**src/rtl/stack_unit.sv**
```systemverilog
// Stack-side executor for push/pop/call/ret/returni: owns SP, runs a single-port
// memory request/ack handshake, and returns popped data, PC target and restored flags.
module stack_unit #(
  parameter int                DATA_W = 32,
  parameter int                ADDR_W = 16,
  parameter logic [ADDR_W-1:0] SP_TOP = 16'h00FF,
  parameter int                DEPTH  = 8,
  parameter int                FLAG_W = 4
) (
  input  logic              clk,
  input  logic              rst,
  input  logic              op_valid,
  input  logic [1:0]        sp_sel,
  input  logic              call,
  input  logic              ret,
  input  logic              returni,
  input  logic [DATA_W-1:0] push_data,
  input  logic [DATA_W-1:0] ret_pc,
  input  logic [DATA_W-1:0] call_target,
  output logic              mem_req,
  output logic              mem_we,
  output logic [ADDR_W-1:0] mem_addr,
  output logic [DATA_W-1:0] mem_wdata,
  input  logic              mem_ack,
  input  logic [DATA_W-1:0] mem_rdata,
  output logic              busy,
  output logic              done,
  output logic [DATA_W-1:0] pop_data,
  output logic              pc_load,
  output logic [DATA_W-1:0] pc_target,
  output logic              flags_load,
  output logic [FLAG_W-1:0] flags_out,
  output logic              err_ovf,
  output logic              err_unf,
  output logic [ADDR_W-1:0] sp
);

  localparam logic [ADDR_W-1:0] SP_FULL = SP_TOP - ADDR_W'(DEPTH);
  localparam logic [ADDR_W-1:0] SP_MIN2 = SP_TOP - ADDR_W'(2);

  typedef enum logic [2:0] {S_IDLE, S_CHECK, S_WR, S_RD1, S_RD2, S_FIN} state_e;
  typedef enum logic [2:0] {OP_PUSH, OP_POP, OP_CALL, OP_RET, OP_RETI} op_e;

  state_e            state;
  op_e               op;
  op_e               req_op;
  logic              req_any;
  logic [DATA_W-1:0] op_data;
  logic [DATA_W-1:0] op_target;

  // Priority decode of the command lines: returni > ret > call > push > pop.
  always_comb begin
    req_any = 1'b1;
    req_op  = OP_POP;
    if (returni)              req_op = OP_RETI;
    else if (ret)             req_op = OP_RET;
    else if (call)            req_op = OP_CALL;
    else if (sp_sel == 2'b01) req_op = OP_PUSH;
    else if (sp_sel == 2'b10) req_op = OP_POP;
    else                      req_any = 1'b0;
  end

  // NOTE: every register here is state, so all updates use non-blocking (<=)
  // assignments; blocking ones would let later statements see half-updated state.
  always_ff @(posedge clk) begin
    if (rst) begin
      state      <= S_IDLE;
      op         <= OP_PUSH;
      op_data    <= '0;
      op_target  <= '0;
      sp         <= SP_TOP;
      mem_req    <= 1'b0;
      mem_we     <= 1'b0;
      mem_addr   <= '0;
      mem_wdata  <= '0;
      busy       <= 1'b0;
      done       <= 1'b0;
      pop_data   <= '0;
      pc_load    <= 1'b0;
      pc_target  <= '0;
      flags_load <= 1'b0;
      flags_out  <= '0;
      err_ovf    <= 1'b0;
      err_unf    <= 1'b0;
    end else begin
      case (state)
        S_IDLE: begin
          if (op_valid && req_any) begin
            op        <= req_op;
            op_data   <= (req_op == OP_CALL) ? ret_pc : push_data;
            op_target <= call_target;
            busy      <= 1'b1;
            state     <= S_CHECK;
          end
        end

        S_CHECK: begin
          case (op)
            OP_PUSH, OP_CALL: begin
              if (sp == SP_FULL) begin
                err_ovf <= 1'b1;
                done    <= 1'b1;
                state   <= S_FIN;
              end else begin
                mem_req   <= 1'b1;
                mem_we    <= 1'b1;
                mem_addr  <= sp;
                mem_wdata <= op_data;
                state     <= S_WR;
              end
            end
            default: begin
              // returni needs two entries; pop and ret need one.
              if ((op == OP_RETI) ? (sp > SP_MIN2) : (sp == SP_TOP)) begin
                err_unf <= 1'b1;
                done    <= 1'b1;
                state   <= S_FIN;
              end else begin
                mem_req  <= 1'b1;
                mem_we   <= 1'b0;
                mem_addr <= sp + ADDR_W'(1);
                state    <= S_RD1;
              end
            end
          endcase
        end

        S_WR: begin
          if (mem_ack) begin
            mem_req <= 1'b0;
            mem_we  <= 1'b0;
            sp      <= sp - ADDR_W'(1);
            done    <= 1'b1;
            state   <= S_FIN;
            if (op == OP_CALL) begin
              pc_target <= op_target;
              pc_load   <= 1'b1;
            end
          end
        end

        S_RD1: begin
          if (mem_ack) begin
            sp <= sp + ADDR_W'(1);
            if (op == OP_RETI) begin
              // Request stays up; only the address moves to the flag word.
              mem_addr  <= sp + ADDR_W'(2);
              pc_target <= mem_rdata;
              state     <= S_RD2;
            end else begin
              mem_req <= 1'b0;
              done    <= 1'b1;
              state   <= S_FIN;
              if (op == OP_POP) begin
                pop_data <= mem_rdata;
              end else begin
                pc_target <= mem_rdata;
                pc_load   <= 1'b1;
              end
            end
          end
        end

        S_RD2: begin
          if (mem_ack) begin
            sp         <= sp + ADDR_W'(1);
            mem_req    <= 1'b0;
            flags_out  <= mem_rdata[FLAG_W-1:0];
            pc_load    <= 1'b1;
            flags_load <= 1'b1;
            done       <= 1'b1;
            state      <= S_FIN;
          end
        end

        S_FIN: begin
          done       <= 1'b0;
          pc_load    <= 1'b0;
          flags_load <= 1'b0;
          err_ovf    <= 1'b0;
          err_unf    <= 1'b0;
          busy       <= 1'b0;
          state      <= S_IDLE;
        end

        default: state <= S_IDLE;
      endcase
    end
  end

endmodule
```
**config.mk**
```make
export PLATFORM = sky130hd
export DESIGN_NAME = stack_unit
export DESIGN_NICKNAME = d
export VERILOG_FILES = /design/src/rtl/stack_unit.sv
export SDC_FILE = /design/constraint.sdc
export NUM_CORES = 1
export LEC_CHECK = 0
export BUFFER_PORTS_ARGS = -buffer_cell sky130_fd_sc_hd__buf_2
export CORE_MARGIN = 2
export CORE_UTILIZATION = 45
export CTS_CLUSTER_DIAMETER = 120
export DETAILED_ROUTE_END_ITERATION = 10
export PLACE_DENSITY = 0.72
export SLEW_MARGIN = 5
export SYNTH_ARGS = -nofsm -noshare
export SYNTH_HDL_FRONTEND = slang
export SYNTH_SLANG_ARGS = --single-unit
```
**constraint.sdc**
```tcl
create_clock -name clk -period 2.75 [get_ports clk]
set_input_delay 0.55 -clock clk [delete_from_list [all_inputs] [get_ports clk]]
set_output_delay 0.55 -clock clk [all_outputs]
set_load 0.03 [all_outputs]
```
# After elaboration in Yosys (flattened, before gate mapping)
# Index checks and enable logic that the tools add are counted.
dict set report totals {
  out_inout_bits 140
  regBits 210
  wordCells 152
}
dict set report op_classes {
  n_eq_ne 32
  n_reduce_logical 32
  n_addsub 3
  order_cmp 1
  bitwise_logic 2
  muxes 64
}
# cell n
set op_table {}
lappend op_table {{$mux 32} 6}
lappend op_table {{$mux 16} 7}
lappend op_table {{$pmux 16 s2} 2}
lappend op_table {{$pmux 32 s2} 1}
lappend op_table {{$eq 16x8->1 const B} 2}
lappend op_table {{$mux 1} 30}
lappend op_table {{$ne 2x2->1 const B} 12}
lappend op_table {{$mux 3} 7}
lappend op_table {{$add 16x1->16 const B} 1}
lappend op_table {{$add 16x2->16 const B} 1}
lappend op_table {{$gt 16x8->1 const B} 1}
lappend op_table {{$sub 16x1->16 const B} 1}
lappend op_table {{$ne 3x3->1 const B} 5}
lappend op_table {{$reduce_and 3->1} 5}
lappend op_table {{$reduce_bool 2->1} 7}
lappend op_table {{$eq 3x2->1 const B} 4}
lappend op_table {{$pmux 3 s4} 1}
lappend op_table {{$reduce_and 6->1} 2}
lappend op_table {{$pmux 1 s2} 5}
lappend op_table {{$reduce_and 5->1} 2}
lappend op_table {{$eq 3x3->1 const B} 3}
lappend op_table {{$pmux 1 s4} 2}
lappend op_table {{$reduce_and 2->1} 4}
lappend op_table {{$reduce_and 4->1} 2}
lappend op_table {{13 further kinds} 21}

# Logic depth before layout (Yosys ltp)
dict set report logic_depth {
  depth_word 9
  mapped_depth 9
}

# Worst setup path before layout
# Ideal clock, no wire load.
dict set report synth_path {
  path_kind {reg-to-reg}
  start {register sp[9]}
  end {register mem_addr[6]}
  setup_slack_ns 0.092
  path_buffers 3
  path_stages_with_launch 9
  required_time_ns 2.629
  period_less_slack_ns 2.658
  arrival_ns 2.536
  cell_sequence {dfxtp_1 buf_6 or4_4 or4_1 buf_2 o31a_1 nand3_2 buf_8 mux2_4}
}
dict set report synth_via {
  elab_chain_cells 4
}
# element line
set synth_lines {}
lappend synth_lines {{start, declared} 35} ;# output logic [ADDR_W-1:0] sp
lappend synth_lines {{start signal, assigned} 132} ;# sp <= sp - ADDR_W'(1);
lappend synth_lines {{start signal, assigned} 144} ;# sp <= sp + ADDR_W'(1);
lappend synth_lines {{start signal, assigned} 166} ;# sp <= sp + ADDR_W'(1);
lappend synth_lines {{$gt 16x8->1 / $eq 16x8->1 (equally long branches)} 114} ;# if ((op == OP_RETI) ? (sp > SP_MIN2) : (sp == SP_TOP)) begin
lappend synth_lines {{$mux 1} 114}
lappend synth_lines {{$ne 3x3->1 (no line)} -}
lappend synth_lines {{$reduce_and 5->1 (no line) *} -}
lappend synth_lines {{end signal, assigned} 107} ;# mem_addr <= sp;
lappend synth_lines {{end signal, assigned} 121} ;# mem_addr <= sp + ADDR_W'(1);
lappend synth_lines {{end signal, assigned} 147} ;# mem_addr <= sp + ADDR_W'(2);
lappend synth_lines {{end, declared} 22} ;# output logic [ADDR_W-1:0] mem_addr,
# Mark *: on every way between the ends. The rest lies on a longest branch, timed or not.
# A chain may end at the register's enable or synchronous reset.

# Final worst setup path
dict set report layout_path {
  start {register sp[13]}
  end {register mem_addr[14]}
}
dict set report layout_via {
  elab_chain_cells 4
}
# element line
set layout_lines {}
lappend layout_lines {{$gt 16x8->1, or another cell as far along} 114}
lappend layout_lines {{$mux 1, or another cell as far along} 114}
lappend layout_lines {{$ne 3x3->1 (no line), or another cell as far along} -}
lappend layout_lines {{$reduce_and 5->1 (no line) / $pmux 16 s2 (equally long branches)} -}
# Several ways; a longest one is shown, not always the timed one. The select of a mux whose other input is x is not followed.

==> impl_metrics.json <==
{
  "drt-vias-per-instance": 5.47,
  "start_util": 0.459,
  "ant_nets": 0,
  "rsz0062_at_grt": "false",
  "synth.distinct_cells": 67,
  "synth_top_area_share": 0.453,
  "post_dp_cell_area_um2": 11000,
  "cts_root_buf": "clkbuf_16",
  "synth_cells": 1165,
  "row_count": 52,
  "synthesis.area_um2": 9290,
  "path_class": "register to register",
  "vdd_ir_drop_max_mv": 0.478,
  "worstPathMaxFanout": 9,
  "drive_above_1_share": 0.262,
  "wl_mm": 27.5,
  "synth_edf_count": 0,
  "finalPower_uw": 10200,
  "die_x_um": 148,
  "hold_viol": 0,
  "r2r_cells": 6,
  "io_pins": 277,
  "synth_seq_area_share": 0.453,
  "startpoint_type": "register",
  "tightest_slew_ns": 0.719,
  "cts.clk_slew.worst_paths_ns": 0.06,
  "setup_violations": 0,
  "clockBufferDepth": 3,
  "drv_cap": 0,
  "grt_overflow": 0,
  "crit_top_cell": "or4_1",
  "grt_usage": 0.240,
  "first_pass_iters": 7,
  "crit_path_max_incr_delay_ns": 0.61,
  "die_h_um": 148,
  "fin_skew_ns": 0.0103,
  "hpwlAfterDp_mm": 19.1,
  "hold_class": "input pin to register",
  "drc_errors": 0,
  "crit_family": "simple AND/OR/NAND/NOR gates",
  "place.gp.congestion": 0.929,
  "slew_viol_final": 0,
  "h-tree-depth": 1,
  "layout.nets": 1557,
  "period_share": 0.930,
  "synth_nets": 1310,
  "io_buffers": 276,
  "grt_pass1_vias": 8276,
  "path_depth": 6,
  "area_delta_synth_final_pct": 26.6,
  "drtIter0Drc": 576,
  "fin_setup_tns_ns": 0,
  "clock_sinks": 210,
  "numCtsBuffers": 23,
  "antenna_found_initial": 2,
  "cp_slowest_cell": "or4_1",
  "synth_area_leaders": "dfxtp_1, nand2_1, a21oi_1",
  "num_vias": 9281,
  "worstPathArrival_ns": 2.99,
  "fill_cells": 1877,
  "endpoint_kind": "register",
  "fin_area_um2": 11800,
  "core-area_um2": 20200,
  "grt_max_degree": 123,
  "dieArea_um2": 21800,
  "crit_required_ns": 3.18,
  "synth_top_cell_by_area": "dfxtp_1",
  "cts_tree": "built",
  "hold_buffers": 0,
  "fmaxAchievable_mhz": 391,
  "outcome": "complete, no violations",
  "slew_headroom": 0.516,
  "cp_num_buf_inv": 1,
  "syn_area_per_cell_um2": 7.97,
  "ys_warn_count": 0,
  "ys_seq_elements": 210,
  "setup_slack_ns": 0.193,
  "crit_chain": "or4_1 > or4_1 > o31a_1 > nand3_2 > buf_4 > mux2i_1",
  "fin_crit_ns": 2.56,
  "dp_slack_ns": 0.170,
  "synth_common_cells": "nand2_1, dfxtp_1, a21oi_1",
  "insertion_delay_ns": 0.51,
  "async_flop_share": 0,
  "synth.most_common_cell": "nand2_1",
  "wl_per_cell_um": 16.2,
  "p_leak_uw": 0.00483,
  "synth_ff_type": "dfxtp_1",
  "whs_ns": 0.275,
  "grt_pass1_wl_mm": 43.0,
  "hold_depth": 3,
  "power_density_nw_per_um2": 871
}
[what timing repair did]
action / 4_1_cts / 5_1_grt
endpoints found under the setup margin: 0 / 3
setup buffers: 0 / 0
resized for setup: 0 / 1
[where the power goes]
| group | leakage [uW] | switching, uW | internal, uW |
|---|---|---|---|
| clock network | 0.000350 | 1220 | 1770 |
| logic | 0.00277 | 2220 | 1190 |
| registers | 0.00171 | 302 | 3530 |
[worst reg2reg max path, delay by kind of cell (launching register included)]
kind	cells	cell delay, ns
muxes	1	0.20
AOI/OAI and AO/OA	1	0.32
and+or+nand+nor	3	1.37
buffers and inverters	1	0.20
DFF	1	0.38
[logic make-up (layout without fill, tap and decap cells)]
family / count (synthesis) / after routing / synth area share
AO/OA/AOI/OAI: 284 / 284 / 0.194
XOR/XNOR: 11 / 11 / 0.0104
adder cells (fa/ha/maj): 8 / 8 / 0.0108
buffers and inverters: 112 / 372 / 0.0497
flip-flops: 210 / 210 / 0.453
multiplexers: 46 / 46 / 0.0509
other: 0 / 2 / 0
AND/OR/NAND/NOR: 494 / 494 / 0.232
[worst paths after layout]
kind / start / to / slack (ns)
setup / recovery: sp[13]$_SDFFE_PP0P_ / mem_addr[14]$_SDFFE_PP0P_ / 0.19
hold / removal: call_target[31] / op_target[31]$_SDFFE_PP0P_ / 0.28
setup reg to reg: sp[13]$_SDFFE_PP0P_ / mem_addr[14]$_SDFFE_PP0P_ / 0.19
hold reg to reg: op_data[30]$_SDFFE_PP0P_ / mem_wdata[30]$_SDFFE_PP0N_ / 0.45
[metal layers]
| layer | share of wire | global-route usage |
|---|---|---|
| met1 | 0.43 | 0.324 |
| met2 | 0.45 | 0.383 |
| met3 | 0.097 | 0.0540 |
| met4 | 0.028 | 0.0731 |
| met5 | 0 | 0 |
[metrics by stage]
| step | instances | util |
|---|---|---|
| after floorplan | 1165 | - |
| after global placement | 1657 | 0.545 |
| after detailed placement | 1657 | 0.545 |
| after CTS | 1695 | 0.581 |
| after global routing | 1697 | 0.581 |
| final | 1697 | 0.581 |
[layout by cell type, fill, tap and decap left out, types with 9 or more instances in the layout]
| cell | n |
|---|---|
| dfxtp_1 | 209 |
| a21oi_1 | 132 |
| nor2_1 | 91 |
| or3_1 | 9 |
| nand2_1 | 295 |
| inv_1 | 10 |
| a211oi_1 | 40 |
| o21ai_0 | 28 |
| buf_2 | 275 |
| a311oi_1 | 33 |
| clkbuf_16 | 23 |
| nor3_1 | 14 |
| nand3_1 | 16 |
| nand4_1 | 14 |
| a31oi_1 | 9 |
| buf_4 | 43 |
| mux2i_1 | 42 |
[flip-flops by register name, indices dropped and copies added, names as in the netlist, 3 cells and up]
name / cells
state: 3
sp: 16
mem_wdata: 32
pc_target: 32
mem_addr: 16
op_target: 32
op_data: 32
op: 3
flags_out: 4
pop_data: 32
[area by class of cell]
cell class	count	area [um2]	share of cell area
repair buffers	324	1810	0.154
multi-input cells	843	4650	0.395
diodes	2	5.00	0.000426
flip-flops and latches	210	4210	0.358
clock buffers	31	626	0.0532
inverters	10	37.5	0.00319
clock inverters	7	91.3	0.00777
well taps	270	338	0.0287
(Power assumes the default switching activity.)
